$ cat config.mk
export PLATFORM = sky130hd
export DESIGN_NAME = untilting_registers_flat
export DESIGN_NICKNAME = d
export VERILOG_FILES = /design/src/rtl/untilting_registers_if.sv /design/src/rtl/untilting_registers.sv /design/src/flat_wrapper.sv
export SDC_FILE = /design/constraint.sdc
export NUM_CORES = 1
export LEC_CHECK = 0
export ABC_CLOCK_PERIOD_IN_PS = 2100
export BUFFER_PORTS_ARGS = -buffer_cell sky130_fd_sc_hd__buf_4
export CAP_MARGIN = 30
export CORE_MARGIN = 2
export CORE_UTILIZATION = 45
export DETAILED_ROUTE_END_ITERATION = 16
export GPL_TIMING_DRIVEN = 0
export HOLD_SLACK_MARGIN = 0.1
export PLACE_DENSITY = 0.74
export SETUP_SLACK_MARGIN = 0.2
export SYNTH_ARGS = -nofsm -noshare
export SYNTH_HDL_FRONTEND = slang
export SYNTH_SLANG_ARGS = --single-unit
$ cat constraint.sdc
create_clock -name clk -period 2.1 [get_ports clk]
set_clock_uncertainty 0.2 [all_clocks]
set_input_delay 0.42 -clock clk [delete_from_list [all_inputs] [get_ports clk]]
set_output_delay 0.42 -clock clk [all_outputs]
set_load 0.05 [all_outputs]
$ cat src/rtl/untilting_registers_if.sv
// rtl/untilting_registers_if.sv - skewed-in / aligned-out lane bundle for untilting_registers
interface untilting_registers_if #(
  parameter int wl = 8
);
  logic [wl-1:0] D0_in, D1_in, D2_in, D3_in, D4_in, D5_in, D6_in, D7_in;
  logic [7:0]    V_in;
  logic [wl-1:0] D0_out, D1_out, D2_out, D3_out, D4_out, D5_out, D6_out, D7_out;
  logic          V_out;

  modport master (
    output D0_in, D1_in, D2_in, D3_in, D4_in, D5_in, D6_in, D7_in, V_in,
    input  D0_out, D1_out, D2_out, D3_out, D4_out, D5_out, D6_out, D7_out, V_out
  );

  modport slave (
    input  D0_in, D1_in, D2_in, D3_in, D4_in, D5_in, D6_in, D7_in, V_in,
    output D0_out, D1_out, D2_out, D3_out, D4_out, D5_out, D6_out, D7_out, V_out
  );
endinterface

$ cat src/rtl/untilting_registers.sv
// rtl/untilting_registers.sv - 8-lane de-skew triangle; UNTILT_ZERO_INVALID_EN zeroes data when V_out=0
module untilting_registers #(
  parameter int wl = 8,
  parameter int CW = 16
) (
  input  logic                  clk,
  input  logic                  rst,
  input  logic                  clr,
  untilting_registers_if.slave  lanes,
  output logic                  skew_err,
  output logic [CW-1:0]         word_cnt
);

  logic [wl-1:0] d_in  [8];
  logic [wl-1:0] d_al  [8];
  logic [wl-1:0] d_out [8];
  logic [7:0]    av;
  logic          v_out;
  logic          mismatch;
  logic [2:0]    settle_cnt;
  logic          armed;

  assign d_in[0] = lanes.D0_in;
  assign d_in[1] = lanes.D1_in;
  assign d_in[2] = lanes.D2_in;
  assign d_in[3] = lanes.D3_in;
  assign d_in[4] = lanes.D4_in;
  assign d_in[5] = lanes.D5_in;
  assign d_in[6] = lanes.D6_in;
  assign d_in[7] = lanes.D7_in;

  // Lane i runs through 7-i stages so every lane of a wavefront lines up with lane 7.
  for (genvar gi = 0; gi < 7; gi++) begin : g_lane
    localparam int DEPTH = 7 - gi;
    logic [wl-1:0]    sr [DEPTH];
    logic [DEPTH-1:0] vsr;

    // Free-running shift of lane data and its valid bit, no stall.
    always_ff @(posedge clk or negedge rst) begin
      if (!rst) begin
        for (int k = 0; k < DEPTH; k++) sr[k] <= '0;
        vsr <= '0;
      end else begin
        sr[0]  <= d_in[gi];
        vsr[0] <= lanes.V_in[gi];
        for (int k = 1; k < DEPTH; k++) begin
          sr[k]  <= sr[k-1];
          vsr[k] <= vsr[k-1];
        end
      end
    end

    assign d_al[gi] = sr[DEPTH-1];
    assign av[gi]   = vsr[DEPTH-1];
  end

  assign d_al[7] = d_in[7];
  assign av[7]   = lanes.V_in[7];

  assign v_out    = &av;
  assign mismatch = (|av) & ~(&av);

  // Lanes still arriving after reset belong to discarded wavefronts; the error
  // check stays off until the first post-reset lane-0 word reaches alignment.
  assign armed = (settle_cnt == 3'd7);

  // Count edges since reset release, saturating once the chains are refilled.
  always_ff @(posedge clk or negedge rst) begin
    if (!rst)        settle_cnt <= '0;
    else if (!armed) settle_cnt <= settle_cnt + 3'd1;
  end

  // Aligned-word counter and sticky skew flag; clr wins over both updates.
  always_ff @(posedge clk or negedge rst) begin
    if (!rst) begin
      word_cnt <= '0;
      skew_err <= 1'b0;
    end else if (clr) begin
      word_cnt <= '0;
      skew_err <= 1'b0;
    end else begin
      if (v_out)             word_cnt <= word_cnt + 1'b1;
      if (mismatch && armed) skew_err <= 1'b1;
    end
  end

  // Present aligned data, optionally blanked outside complete wavefronts.
  always_comb begin
    for (int i = 0; i < 8; i++) begin
`ifdef UNTILT_ZERO_INVALID_EN
      d_out[i] = v_out ? d_al[i] : '0;
`else
      d_out[i] = d_al[i];
`endif
    end
  end

  assign lanes.D0_out = d_out[0];
  assign lanes.D1_out = d_out[1];
  assign lanes.D2_out = d_out[2];
  assign lanes.D3_out = d_out[3];
  assign lanes.D4_out = d_out[4];
  assign lanes.D5_out = d_out[5];
  assign lanes.D6_out = d_out[6];
  assign lanes.D7_out = d_out[7];
  assign lanes.V_out  = v_out;

endmodule
$ cat src/flat_wrapper.sv
// flat-port wrapper written by rule: the top's interface ports become plain ports
module untilting_registers_flat 
#(
  parameter int wl = 8,
  parameter int CW = 16
)
  (clk, rst, clr, skew_err, word_cnt, lanes_D0_in, lanes_D1_in, lanes_D2_in, lanes_D3_in, lanes_D4_in, lanes_D5_in, lanes_D6_in, lanes_D7_in, lanes_V_in, lanes_D0_out, lanes_D1_out, lanes_D2_out, lanes_D3_out, lanes_D4_out, lanes_D5_out, lanes_D6_out, lanes_D7_out, lanes_V_out);
  untilting_registers_if #(.wl(wl)) lanes_i ();
  input  logic clk;
  input  logic rst;
  input  logic clr;
  output logic skew_err;
  output logic [CW-1:0] word_cnt;
  input wire logic [$bits(lanes_i.D0_in)-1:0] lanes_D0_in;
  input wire logic [$bits(lanes_i.D1_in)-1:0] lanes_D1_in;
  input wire logic [$bits(lanes_i.D2_in)-1:0] lanes_D2_in;
  input wire logic [$bits(lanes_i.D3_in)-1:0] lanes_D3_in;
  input wire logic [$bits(lanes_i.D4_in)-1:0] lanes_D4_in;
  input wire logic [$bits(lanes_i.D5_in)-1:0] lanes_D5_in;
  input wire logic [$bits(lanes_i.D6_in)-1:0] lanes_D6_in;
  input wire logic [$bits(lanes_i.D7_in)-1:0] lanes_D7_in;
  input wire logic [$bits(lanes_i.V_in)-1:0] lanes_V_in;
  output wire logic [$bits(lanes_i.D0_out)-1:0] lanes_D0_out;
  output wire logic [$bits(lanes_i.D1_out)-1:0] lanes_D1_out;
  output wire logic [$bits(lanes_i.D2_out)-1:0] lanes_D2_out;
  output wire logic [$bits(lanes_i.D3_out)-1:0] lanes_D3_out;
  output wire logic [$bits(lanes_i.D4_out)-1:0] lanes_D4_out;
  output wire logic [$bits(lanes_i.D5_out)-1:0] lanes_D5_out;
  output wire logic [$bits(lanes_i.D6_out)-1:0] lanes_D6_out;
  output wire logic [$bits(lanes_i.D7_out)-1:0] lanes_D7_out;
  output wire logic [$bits(lanes_i.V_out)-1:0] lanes_V_out;
  assign lanes_i.D0_in = lanes_D0_in;
  assign lanes_i.D1_in = lanes_D1_in;
  assign lanes_i.D2_in = lanes_D2_in;
  assign lanes_i.D3_in = lanes_D3_in;
  assign lanes_i.D4_in = lanes_D4_in;
  assign lanes_i.D5_in = lanes_D5_in;
  assign lanes_i.D6_in = lanes_D6_in;
  assign lanes_i.D7_in = lanes_D7_in;
  assign lanes_i.V_in = lanes_V_in;
  assign lanes_D0_out = lanes_i.D0_out;
  assign lanes_D1_out = lanes_i.D1_out;
  assign lanes_D2_out = lanes_i.D2_out;
  assign lanes_D3_out = lanes_i.D3_out;
  assign lanes_D4_out = lanes_i.D4_out;
  assign lanes_D5_out = lanes_i.D5_out;
  assign lanes_D6_out = lanes_i.D6_out;
  assign lanes_D7_out = lanes_i.D7_out;
  assign lanes_V_out = lanes_i.V_out;
  untilting_registers #(.wl(wl), .CW(CW)) u_core (.clk(clk), .rst(rst), .clr(clr), .lanes(lanes_i), .skew_err(skew_err), .word_cnt(word_cnt));
endmodule
==> flow_results.org, run 1 <==
** Worst hold path
- Path type of the worst min-delay path :: reg2reg

** Clock network
- Clock tree from TritonCTS :: done
- The later pin in the worst-skew pair is clocked with a latency of 0.51 ns.
- Clock-pin slew was measured on the worst setup and hold paths at 0.06 ns.
- CTS built an H-tree with a depth of 1.
- Clock root cell :: sky130_fd_sc_hd__clkbuf_16
- TritonCTS buffer count :: 27
- The clock drives 272 sinks.
- The longest clock path from root to sink contains 3 buffers.

** Die
- Initial cell density of the core :: 0.455
- Die Span Y :: 136 um
- The die is 136 um wide.
- Num rows :: 48
- In this run the standard cell core region covers 17100 um2.
- 157 I/O pins were placed.
- The floorplan step defined a die boundary enclosing 18400 um2.

** Routing
- Routed vias :: 3873
- In this run the remaining antenna-violating nets after routing total 0.
- Detailed Route Iter0 Violations :: 131
- Final routed DRC violation total :: 0
- Dividing the detail-routed via count by the number of cells gives 4.24.
- Wire length reported by the detailed router :: 12800 um
- Dividing the detail-routed wire length by the instance count gives 14.0 um.
- Before antenna repair, the detailed router went through 4 iterations.

** Critical path
- The number of buffers and inverters on the critical path is 1.
- Largest driver fanout on the critical path :: 5
- Ordered list of cells on the worst path :: nand4_4, nor2_4, buf_8
- Critical path launch point type :: flop
- Grouping stages by cell kind, the critical path spends the most delay in flip-flops.
- Type of the worst setup path :: reg2out
- STA puts the critical path data arrival time at 1.41 ns.
- The worst setup path is captured at a primary output.
- Cell with the largest stage delay on the worst path :: sky130_fd_sc_hd__dfrtp_1
- Data on the critical path is required at its endpoint by 1.48 ns.
- Crit-path max cell delay :: 0.39 ns

** STA
- Tightest Pin Transition :: 0.667 ns
- Remaining max-slew budget at the tightest pin :: 0.555
- Adding up every negative setup slack in the final design gives 0 ns.
- The number of hold violations in the final report was 0.
- Setup repair after global routing missed its margin :: true
- The clock period could shrink to 2.03 ns.
- Final clock period utilization by the worst path :: 0.967
- Final Max Tran Viols :: 0
- Static timing analysis puts the maximum clock frequency at 492 MHz.
- Hold slack :: 0.143 ns
- Number of setup violations in the final report :: 0

** Synth
- Synthesis produced a netlist whose cell count is 410.
- Post-synthesis cell type count :: 27
- Of all flip-flops after synthesis, the portion carrying an async set or reset was 1.00.
- Leading cell type by number of instances after synthesis :: sky130_fd_sc_hd__dfrtp_1
- By area the synthesized netlist is led by sky130_fd_sc_hd__dfrtp_1 (87%), sky130_fd_sc_hd__buf_4 (5.4%), sky130_fd_sc_hd__xnor2_1 (0.90%), sky130_fd_sc_hd__mux2_2 (0.72%), sky130_fd_sc_hd__nor2_1 (0.58%).
- Of the total synthesized cell area, the portion taken by AND, OR, NAND and NOR gates is 0.0363.
- Synthesized Nets :: 488
- Combinational family with the most area after synthesis :: buffers and inverters
- Of the post-synthesis cell area, the dominant cell type holds 0.875.
- The post-synthesis compound-gate area fraction came to 0.00997.
- The mapped netlist covers 7780 um2.
- Number of synthesis warnings :: 0
- Area share of xor/xnor cells in the synthesized design :: 0.00900
- Of the post-synthesis cell area, the part taken by muxes is 0.00723.
- Sequential area share after synthesis :: 0.875
- Among all flip-flop cells after synthesis, the most frequent one is sky130_fd_sc_hd__dfrtp_1.
- Dividing the synthesized area by the synthesized cell count gives 19.0 um2.
- After synthesis the netlist holds a flip-flop and latch count of 272.
- Of the total synthesized cell area, the portion taken by full adders, half adders and majority gates is 0.00482.
- Number of flops mapped to enable cells by yosys :: 0
- Cell types with the highest counts after synthesis :: sky130_fd_sc_hd__dfrtp_1 (272), sky130_fd_sc_hd__buf_4 (56), sky130_fd_sc_hd__nor2_1 (12)
- Area leader, netlist :: sky130_fd_sc_hd__dfrtp_1

** Cells and area
- Design Area, Final :: 11000 um2
- Area delta synth->final :: 41.4%
- Footprint of the multi-input gates :: 566 um2
- Counting flops per register, the top entry is u_core.g_lane.sr.
- Registers take 6820 um2.
- Post-layout net count :: 745
- The largest registers in the layout are u_core.g_lane.sr (168), u_core.g_lane.vsr (28), u_core.word_cnt (16).
- The register with the most flip-flops in the layout has 168 of them.
- Fillers :: 1154
- The finished layout holds 913 standard cells, fillers aside.
- In the final layout, the share of cells above drive strength 1 is 0.429.

** Power
- IR analysis of the VDD net gives a maximum drop of 0.673 mV.
- Cell area power density :: 1030 nW/um2
- Leakage dissipation :: 5.16 nW

** Global route
- Global-route wire length before repair :: 20200 um
- In the global route stage, overall resource usage came out at 0.140.
- The via count of the first global-routing pass came to 4233.
- Entering global routing, the biggest net connects 138 pins.
- Antenna violations before repair :: 1
- After global routing the overflow that remains totals 0.

** Flow run
- The tool flagged a number of max-cap violations equal to 0.

** Outcome
- The flow ran to the end, and the final reports show no timing, DRC or antenna violations.

** Placed design
- Placed Cells incl. Taps :: 785
- The wire-length estimate of the detail-placed layout is 7110 um.
- Final estimated routing congestion in global placement :: 0.735
- Summing all placed instances gives a cell area of 9270 um2.
- Port-buffer cells :: 148
==> cell families (layout without fill, tap and decap cells) <==
group | count (synthesis) | after routing
flops | 272 | 272
compound gates | 14 | 14
xor+xnor | 8 | 8
fa+ha+maj | 3 | 3
other cells | 0 | 1
simple gates | 44 | 44
mux | 5 | 5
buf+inv | 64 | 341
==> layout by cell type (no fill, tap or decap), drive strengths merged <==
cell         instances
dlygate4sd3         65
a31o                 1
inv                  6
or4                  3
nor4                 4
nand2b               1
nor2                12
o21ai                5
nand4                5
nand2                4
xnor2                8
clkinvlp             1
nor2b                3
o221ai               1
ha                   3
nor3                 2
or3b                 1
nand3                4
a21oi                7
clkinv              10
and4                 1
clkbuf              33
dfrtp              272
diode                1
or3                  4
buf                220
mux2                 5
bufinv               6
==> worst reg2reg max path, stage by stage (launching register included) <==
cell and delay [ns]:
sky130_fd_sc_hd__dfrtp_1 0.39, sky130_fd_sc_hd__nand4_4 0.17, sky130_fd_sc_hd__or4_1 0.57, sky130_fd_sc_hd__buf_6 0.15, sky130_fd_sc_hd__or3_1 0.32, sky130_fd_sc_hd__a21oi_2 0.12
==> through the flow <==
stage | setup WS, ns | utilization | power (mW)
2_1_floorplan | 0.0364 | - | 5.96
3_3_place_gp | -1.80 | 0.538 | 6.26
3_5_place_dp | -0.110 | 0.542 | 6.31
4_1_cts | 0.0615 | 0.640 | 11.5
5_1_grt | 0.0350 | 0.643 | 11.8
6_report | 0.0686 | 0.643 | 11.3
==> power breakdown <==
group	switching [mW]	leakage, nW	total (mW)	internal, mW
combinational	0.427	1.51	0.749	0.322
sequential	0.0726	3.18	5.56	5.49
clock	1.89	0.472	5.02	3.13
==> worst paths after layout <==
kind                       depth (start not counted)                         startpoint                           endpoint  slack [ns]
max in group asynchronous                          3                                rst     u_core.word_cnt[5]$_DFFE_PN0P_        0.59
min in group asynchronous                          2                                rst  u_core.g_lane[0].sr[34]$_DFF_PN0_        0.15
hold reg to reg                                    0  u_core.g_lane[3].sr[21]$_DFF_PN0_  u_core.g_lane[3].sr[13]$_DFF_PN0_        0.14
hold / removal                                     0  u_core.g_lane[3].sr[21]$_DFF_PN0_  u_core.g_lane[3].sr[13]$_DFF_PN0_        0.14
setup reg to reg                                   5  u_core.g_lane[5].vsr[1]$_DFF_PN0_     u_core.word_cnt[8]$_DFFE_PN0P_        0.09
setup / recovery                                   3  u_core.g_lane[5].vsr[1]$_DFF_PN0_                        lanes_V_out        0.07
==> metal layers <==
metal  share of wire  global-route usage  vias up
met5               0                   0        -
met1            0.36               0.164     1937
met3           0.067              0.0385       24
met4           0.021              0.0451        0
li1                -                   -     1779
met2            0.55               0.252      133
==> layout make-up <==
| class | instances | share of cell area |
|---|---|---|
| sequential | 272 | 0.620 |
| timing repair buffer | 228 | 0.176 |
| clock buffer | 31 | 0.0637 |
| multi-input combinational | 74 | 0.0514 |
| buffer | 59 | 0.0399 |
| tap | 225 | 0.0256 |
| clock inverter | 18 | 0.0224 |
| inverter | 5 | 0.00170 |
| antenna | 1 | 0.000227 |
==> what timing repair did <==
item / CTS / global route
hold endpoints to repair: 336 / 0
cloned: 0 / 0
endpoints found under the setup margin: 6 / 8
gates resized for setup: 5 / 7
buffers inserted: 9 / 4
pin swaps: 4 / 3
hold buffers: 65 / 0
No activity file was read; power rests on OpenSTA's default activity.
==> inputs of run 2 (changes only) <==
- ABC_AREA: default -> 1
- PLACE_DENSITY: 0.74 -> 0.67
==> flow_results.org, run 2 <==
** Placed design
- Placed Cells incl. Taps :: 849 (was 785)
- The HPWL reported at the end of detailed placement came to 7500 um (was 7110 um).
- Placement-stage worst setup slack :: 0.261 ns (was -0.110 ns)
- Port-buffer cells :: 148 (unchanged)
- Final estimated routing congestion in global placement :: 0.784 (was 0.735)

** Synth
- Number of flops mapped to enable cells by yosys :: 0 (unchanged)
- Area leader, netlist :: sky130_fd_sc_hd__dfrtp_1 (unchanged)
- Post-synthesis sequential element count :: 272 (unchanged)
- Synthesized Nets :: 552 (was 488)
- The most frequently used flop master after synthesis was sky130_fd_sc_hd__dfrtp_1 (unchanged).
- Synth Cell Area :: 7920 um2 (was 7780 um2)
- The Yosys warning count came to 0 (unchanged).
- The unique cell type count in the Yosys netlist was 21 (was 27).
- Post-synthesis average cell area :: 16.7 um2 (was 19.0 um2)
- Sequential area share after synthesis :: 0.859 (was 0.875)
- Mapped Cells :: 474 (was 410)
- Asr flop ratio synth :: 1.00 (unchanged)
- Cell types with the highest counts after synthesis: sky130_fd_sc_hd__dfrtp_1 (272), sky130_fd_sc_hd__buf_4 (56), sky130_fd_sc_hd__nand2_1 (50) (was sky130_fd_sc_hd__dfrtp_1 (272), sky130_fd_sc_hd__buf_4 (56), sky130_fd_sc_hd__nor2_1 (12)).
- The most numerous cell in the Yosys netlist is sky130_fd_sc_hd__dfrtp_1 (unchanged).
- The area share of the leading cell type in the synthesized netlist came to 0.859 (was 0.875).
- Cell types with the largest area share after synthesis :: sky130_fd_sc_hd__dfrtp_1 (86%), sky130_fd_sc_hd__buf_4 (5.3%), sky130_fd_sc_hd__nand2_1 (2.4%), sky130_fd_sc_hd__nor2_1 (1.3%), sky130_fd_sc_hd__nand4_1 (0.87%) (was sky130_fd_sc_hd__dfrtp_1 (87%), sky130_fd_sc_hd__buf_4 (5.4%), sky130_fd_sc_hd__xnor2_1 (0.90%), sky130_fd_sc_hd__mux2_2 (0.72%), sky130_fd_sc_hd__nor2_1 (0.58%))

** Flow run
- The count of max-cap constraint violations is 0 (unchanged).

** Cells and area
- Post-layout net count :: 803 (was 745)
- The layout overhead on the synthesized area is 39.5% (was 41.4%).
- The end-of-flow core utilization came to 0.641 (was 0.643).
- Final instance count without filler cells :: 970 (was 913)
- The fraction of layout instances using a drive strength above 1 came to 0.368 (was 0.429).
- Total inserted antenna cells :: 0 (was 1)
- The count of fill cells added during filler insertion came to 1194 (was 1154).
- Commonest non-fill, non-tap cells in the layout :: sky130_fd_sc_hd__dfrtp_1 (269), sky130_fd_sc_hd__buf_4 (208), sky130_fd_sc_hd__dlygate4sd3_1 (66) (was sky130_fd_sc_hd__dfrtp_1 (261), sky130_fd_sc_hd__buf_4 (214), sky130_fd_sc_hd__dlygate4sd3_1 (65))
- The top register by number of flip-flops is u_core.g_lane.sr (unchanged).
- Most common cell after layout, fill and taps aside :: sky130_fd_sc_hd__dfrtp_1 (unchanged)
- Largest registers: u_core.g_lane.sr (168), u_core.g_lane.vsr (28), u_core.word_cnt (16) (unchanged).
- Footprint of the multi-input gates :: 637 um2 (was 566 um2)
- Max FFs per register :: 168 (unchanged)
- The area of all sequential standard cells came to 6810 um2 (was 6820 um2).

** Critical path
- Critical path launch point type :: flop (unchanged)
- Crit-path max cell delay :: 0.34 ns (was 0.39 ns)
- The launch point of the worst path was u_core.g_lane[6].vsr$_DFF_PN0_ (was u_core.g_lane[5].vsr[1]$_DFF_PN0_).
- Ordered list of cells on the worst path :: nand2_1, nor2_4, nand2_4, inv_4, buf_8 (was nand4_4, nor2_4, buf_8)
- Cell family with the largest share of critical-path delay :: flip-flops (unchanged)
- Worst Path Buf+Inv :: 2 (was 1)
- The signal arrival time at the worst endpoint came to 1.37 ns (was 1.41 ns).
- The worst reg2reg path startpoint was u_core.g_lane[6].vsr$_DFF_PN0_ (was u_core.g_lane[5].vsr[1]$_DFF_PN0_).
- Largest driver fanout on the critical path :: 2 (was 5)
- Type of the worst setup path :: reg2out (unchanged)
- The slowest cell on the critical path is sky130_fd_sc_hd__dfrtp_1 (unchanged).
- The type of element capturing the critical path is a primary output (unchanged).
- The data required time at the worst endpoint is 1.48 ns (about the same).

** Global route
- The leftover overflow at the end of global routing came to 0 (unchanged).
- The aggregate global-route resource usage is 0.145 (was 0.140).
- Global-route wire length before repair :: 21300 um (was 20200 um)
- The via count of the first global-routing pass came to 4540 (was 4233).
- The maximum number of pins on one net before global-route repair came to 136 (was 138).
- Antenna violations before repair :: 0 (was 1)

** STA
- The time the worst path needs with I/O delays and setup was 1.99 ns (was 2.03 ns).
- The highest achievable clock rate was 503 MHz (was 492 MHz).
- Hold slack :: 0.136 ns (was 0.143 ns)
- Remaining max-slew budget at the tightest pin :: 0.550 (was 0.555)
- Final Max Tran Viols :: 0 (unchanged)
- The slack of the critical path is 0.113 ns (was 0.0686 ns).
- Number of setup violations in the final report :: 0 (unchanged)
- Setup repair after global routing missed its margin: true (unchanged).
- Tightest Pin Transition :: 0.673 ns (was 0.667 ns)
- Final clock period utilization by the worst path :: 0.946 (was 0.967)
- Count of final hold-check violations :: 0 (unchanged)

** Clock network
- The total CTS buffers came to 27 (unchanged).
- Clock-pin transition on the worst setup and hold timing paths :: 0.06 ns (about the same)
- The TritonCTS clock tree is done (unchanged).
- The number of buffers on the longest clock path came to 3 (unchanged).
- The total clock sinks is 272 (unchanged).
- Clock root cell :: sky130_fd_sc_hd__clkbuf_16 (unchanged)
- The CTS H-tree depth was 1 (unchanged).
- Clock latency on the worst-skew pair :: 0.53 ns (was 0.51 ns)

** Worst hold path
- Path type of the worst min-delay path :: reg2reg (unchanged)
- The launch instance of the worst min-delay path is u_core.g_lane[3].sr[24]$_DFF_PN0_ (was u_core.g_lane[3].sr[21]$_DFF_PN0_).

** Die
- X dimension of the die :: 137 um (was 136 um)
- The vertical die dimension was 137 um (was 136 um).
- The placement row count came to 48 (unchanged).
- DIE AREA :: 18700 um2 (was 18400 um2)
- The number of top-level design ports is 157 (unchanged).
- Floorplan Core Area :: 17200 um2 (was 17100 um2)
- The initial core utilization came to 0.460 (was 0.455).

** Routing
- The post-detailed-route count of antenna-violating nets was 0 (unchanged).
- Final routed DRC violation total :: 0 (unchanged)
- The total length of routed wires was 13100 um (was 12800 um).
- The average wire length per cell after detail routing was 13.5 um (was 14.0 um).
- The number of detailed-routing iterations run before antenna repair is 4 (unchanged).
- The via density per instance is 4.28 (was 4.24).
- The total number of vias was 4153 (was 3873).
- Detailed Route Iter0 Violations :: 182 (was 131)

** Outcome
- Result of the run: finished clean (unchanged).

** Power
- VDD IR-drop max :: 0.727 mV (was 0.673 mV)
- The power density over cell area was 1020 nW/um2 (was 1030 nW/um2).
- The leakage power figure came to 5.29 nW (was 5.16 nW).
## run 2: changes by cell type after synthesis, moves of 4 or more
cell	delta
sky130_fd_sc_hd__inv_1	+9
sky130_fd_sc_hd__mux2_2	-5
sky130_fd_sc_hd__nand2_1	+46
sky130_fd_sc_hd__nand3_1	+7
sky130_fd_sc_hd__nand4_1	+8
sky130_fd_sc_hd__nor2_1	+16
sky130_fd_sc_hd__nor2_2	+4
sky130_fd_sc_hd__or3_1	-4
sky130_fd_sc_hd__xnor2_1	-7
## run 2: worst register-to-register path, stage by stage (launching register included)
cell and delay (ns):
sky130_fd_sc_hd__dfrtp_1 0.34, sky130_fd_sc_hd__nand2_1 0.08, sky130_fd_sc_hd__nor2_4 0.15, sky130_fd_sc_hd__nand2_4 0.08, sky130_fd_sc_hd__buf_4 0.13, sky130_fd_sc_hd__buf_4 0.15
sky130_fd_sc_hd__nand2_1 0.17, sky130_fd_sc_hd__inv_1 0.16, sky130_fd_sc_hd__nand3_1 0.10, sky130_fd_sc_hd__nand2_1 0.06
## run 2: cells by family (layout without fill, tap and decap cells)
logic type               after synthesis  after routing  share of synthesized area
flip-flops                           272            272                      0.859
AND/OR/NAND/NOR                      112            112                     0.0644
buffers and inverters                 74            345                     0.0625
AO/OA/AOI/OAI                         12             12                    0.00821
adder cells (fa/ha/maj)                3              3                    0.00474
XOR/XNOR                               1              1                    0.00111
## run 2: layout make-up
cell class | instances | share of cell area
sequential | 272 | 0.616
timing repair buffer | 222 | 0.171
tap | 225 | 0.0255
multi-input combinational | 128 | 0.0576
clock inverter | 10 | 0.0155
buffer | 57 | 0.0390
clock buffer | 39 | 0.0697
inverter | 17 | 0.00600
## run 2: path summary, 6_finish.rpt
kind	end	slack [ns]	cells after the start
min reg2reg	u_core.g_lane[3].sr[16]$_DFF_PN0_	0.14	0
min in group asynchronous	u_core.g_lane[2].sr[12]$_DFF_PN0_	0.34	3
max reg2reg	u_core.skew_err$_DFFE_PN0P_	0.36	9
max	lanes_V_out	0.11	5
min	u_core.g_lane[3].sr[16]$_DFF_PN0_	0.14	0
max in group asynchronous	u_core.g_lane[2].sr[35]$_DFF_PN0_	0.38	3
## run 2: power breakdown
part	internal (mW)	switching [mW]	leakage (nW)	total, mW
clock	3.05	1.89	0.460	4.94
sequential	5.49	0.0701	3.19	5.56
combinational	0.324	0.430	1.64	0.754
## run 2: per-layer routing
layer | part of all wire | wire length (um) | track usage | up-vias
li1 | - | - | - | 1938
met1 | 0.36 | 4770 | 0.167 | 2039
met2 | 0.55 | 7150 | 0.261 | 146
met3 | 0.068 | 886 | 0.0352 | 30
met4 | 0.022 | 290 | 0.0527 | 0
met5 | 0 | 0 | 0 | -
## run 2: metrics by stage
| step | cell area (um2) | setup TNS [ns] | total power [mW] |
|---|---|---|---|
| floorplan | 7920 | 0 | 5.96 |
| global placement | 9320 | -426.62 | 6.27 |
| detailed placement | 9380 | 0 | 6.31 |
| CTS | 11000 | 0 | 11.4 |
| global route | 11100 | 0 | 11.7 |
| finish | 11100 | 0 | 11.3 |
## run 2: what timing repair did
action,in CTS,in global routing
hold buffers,66,0
setup endpoints to repair,1,4
hold endpoints to repair,336,0
pin swaps,3,1
buffers inserted,5,1
resized for setup,7,4
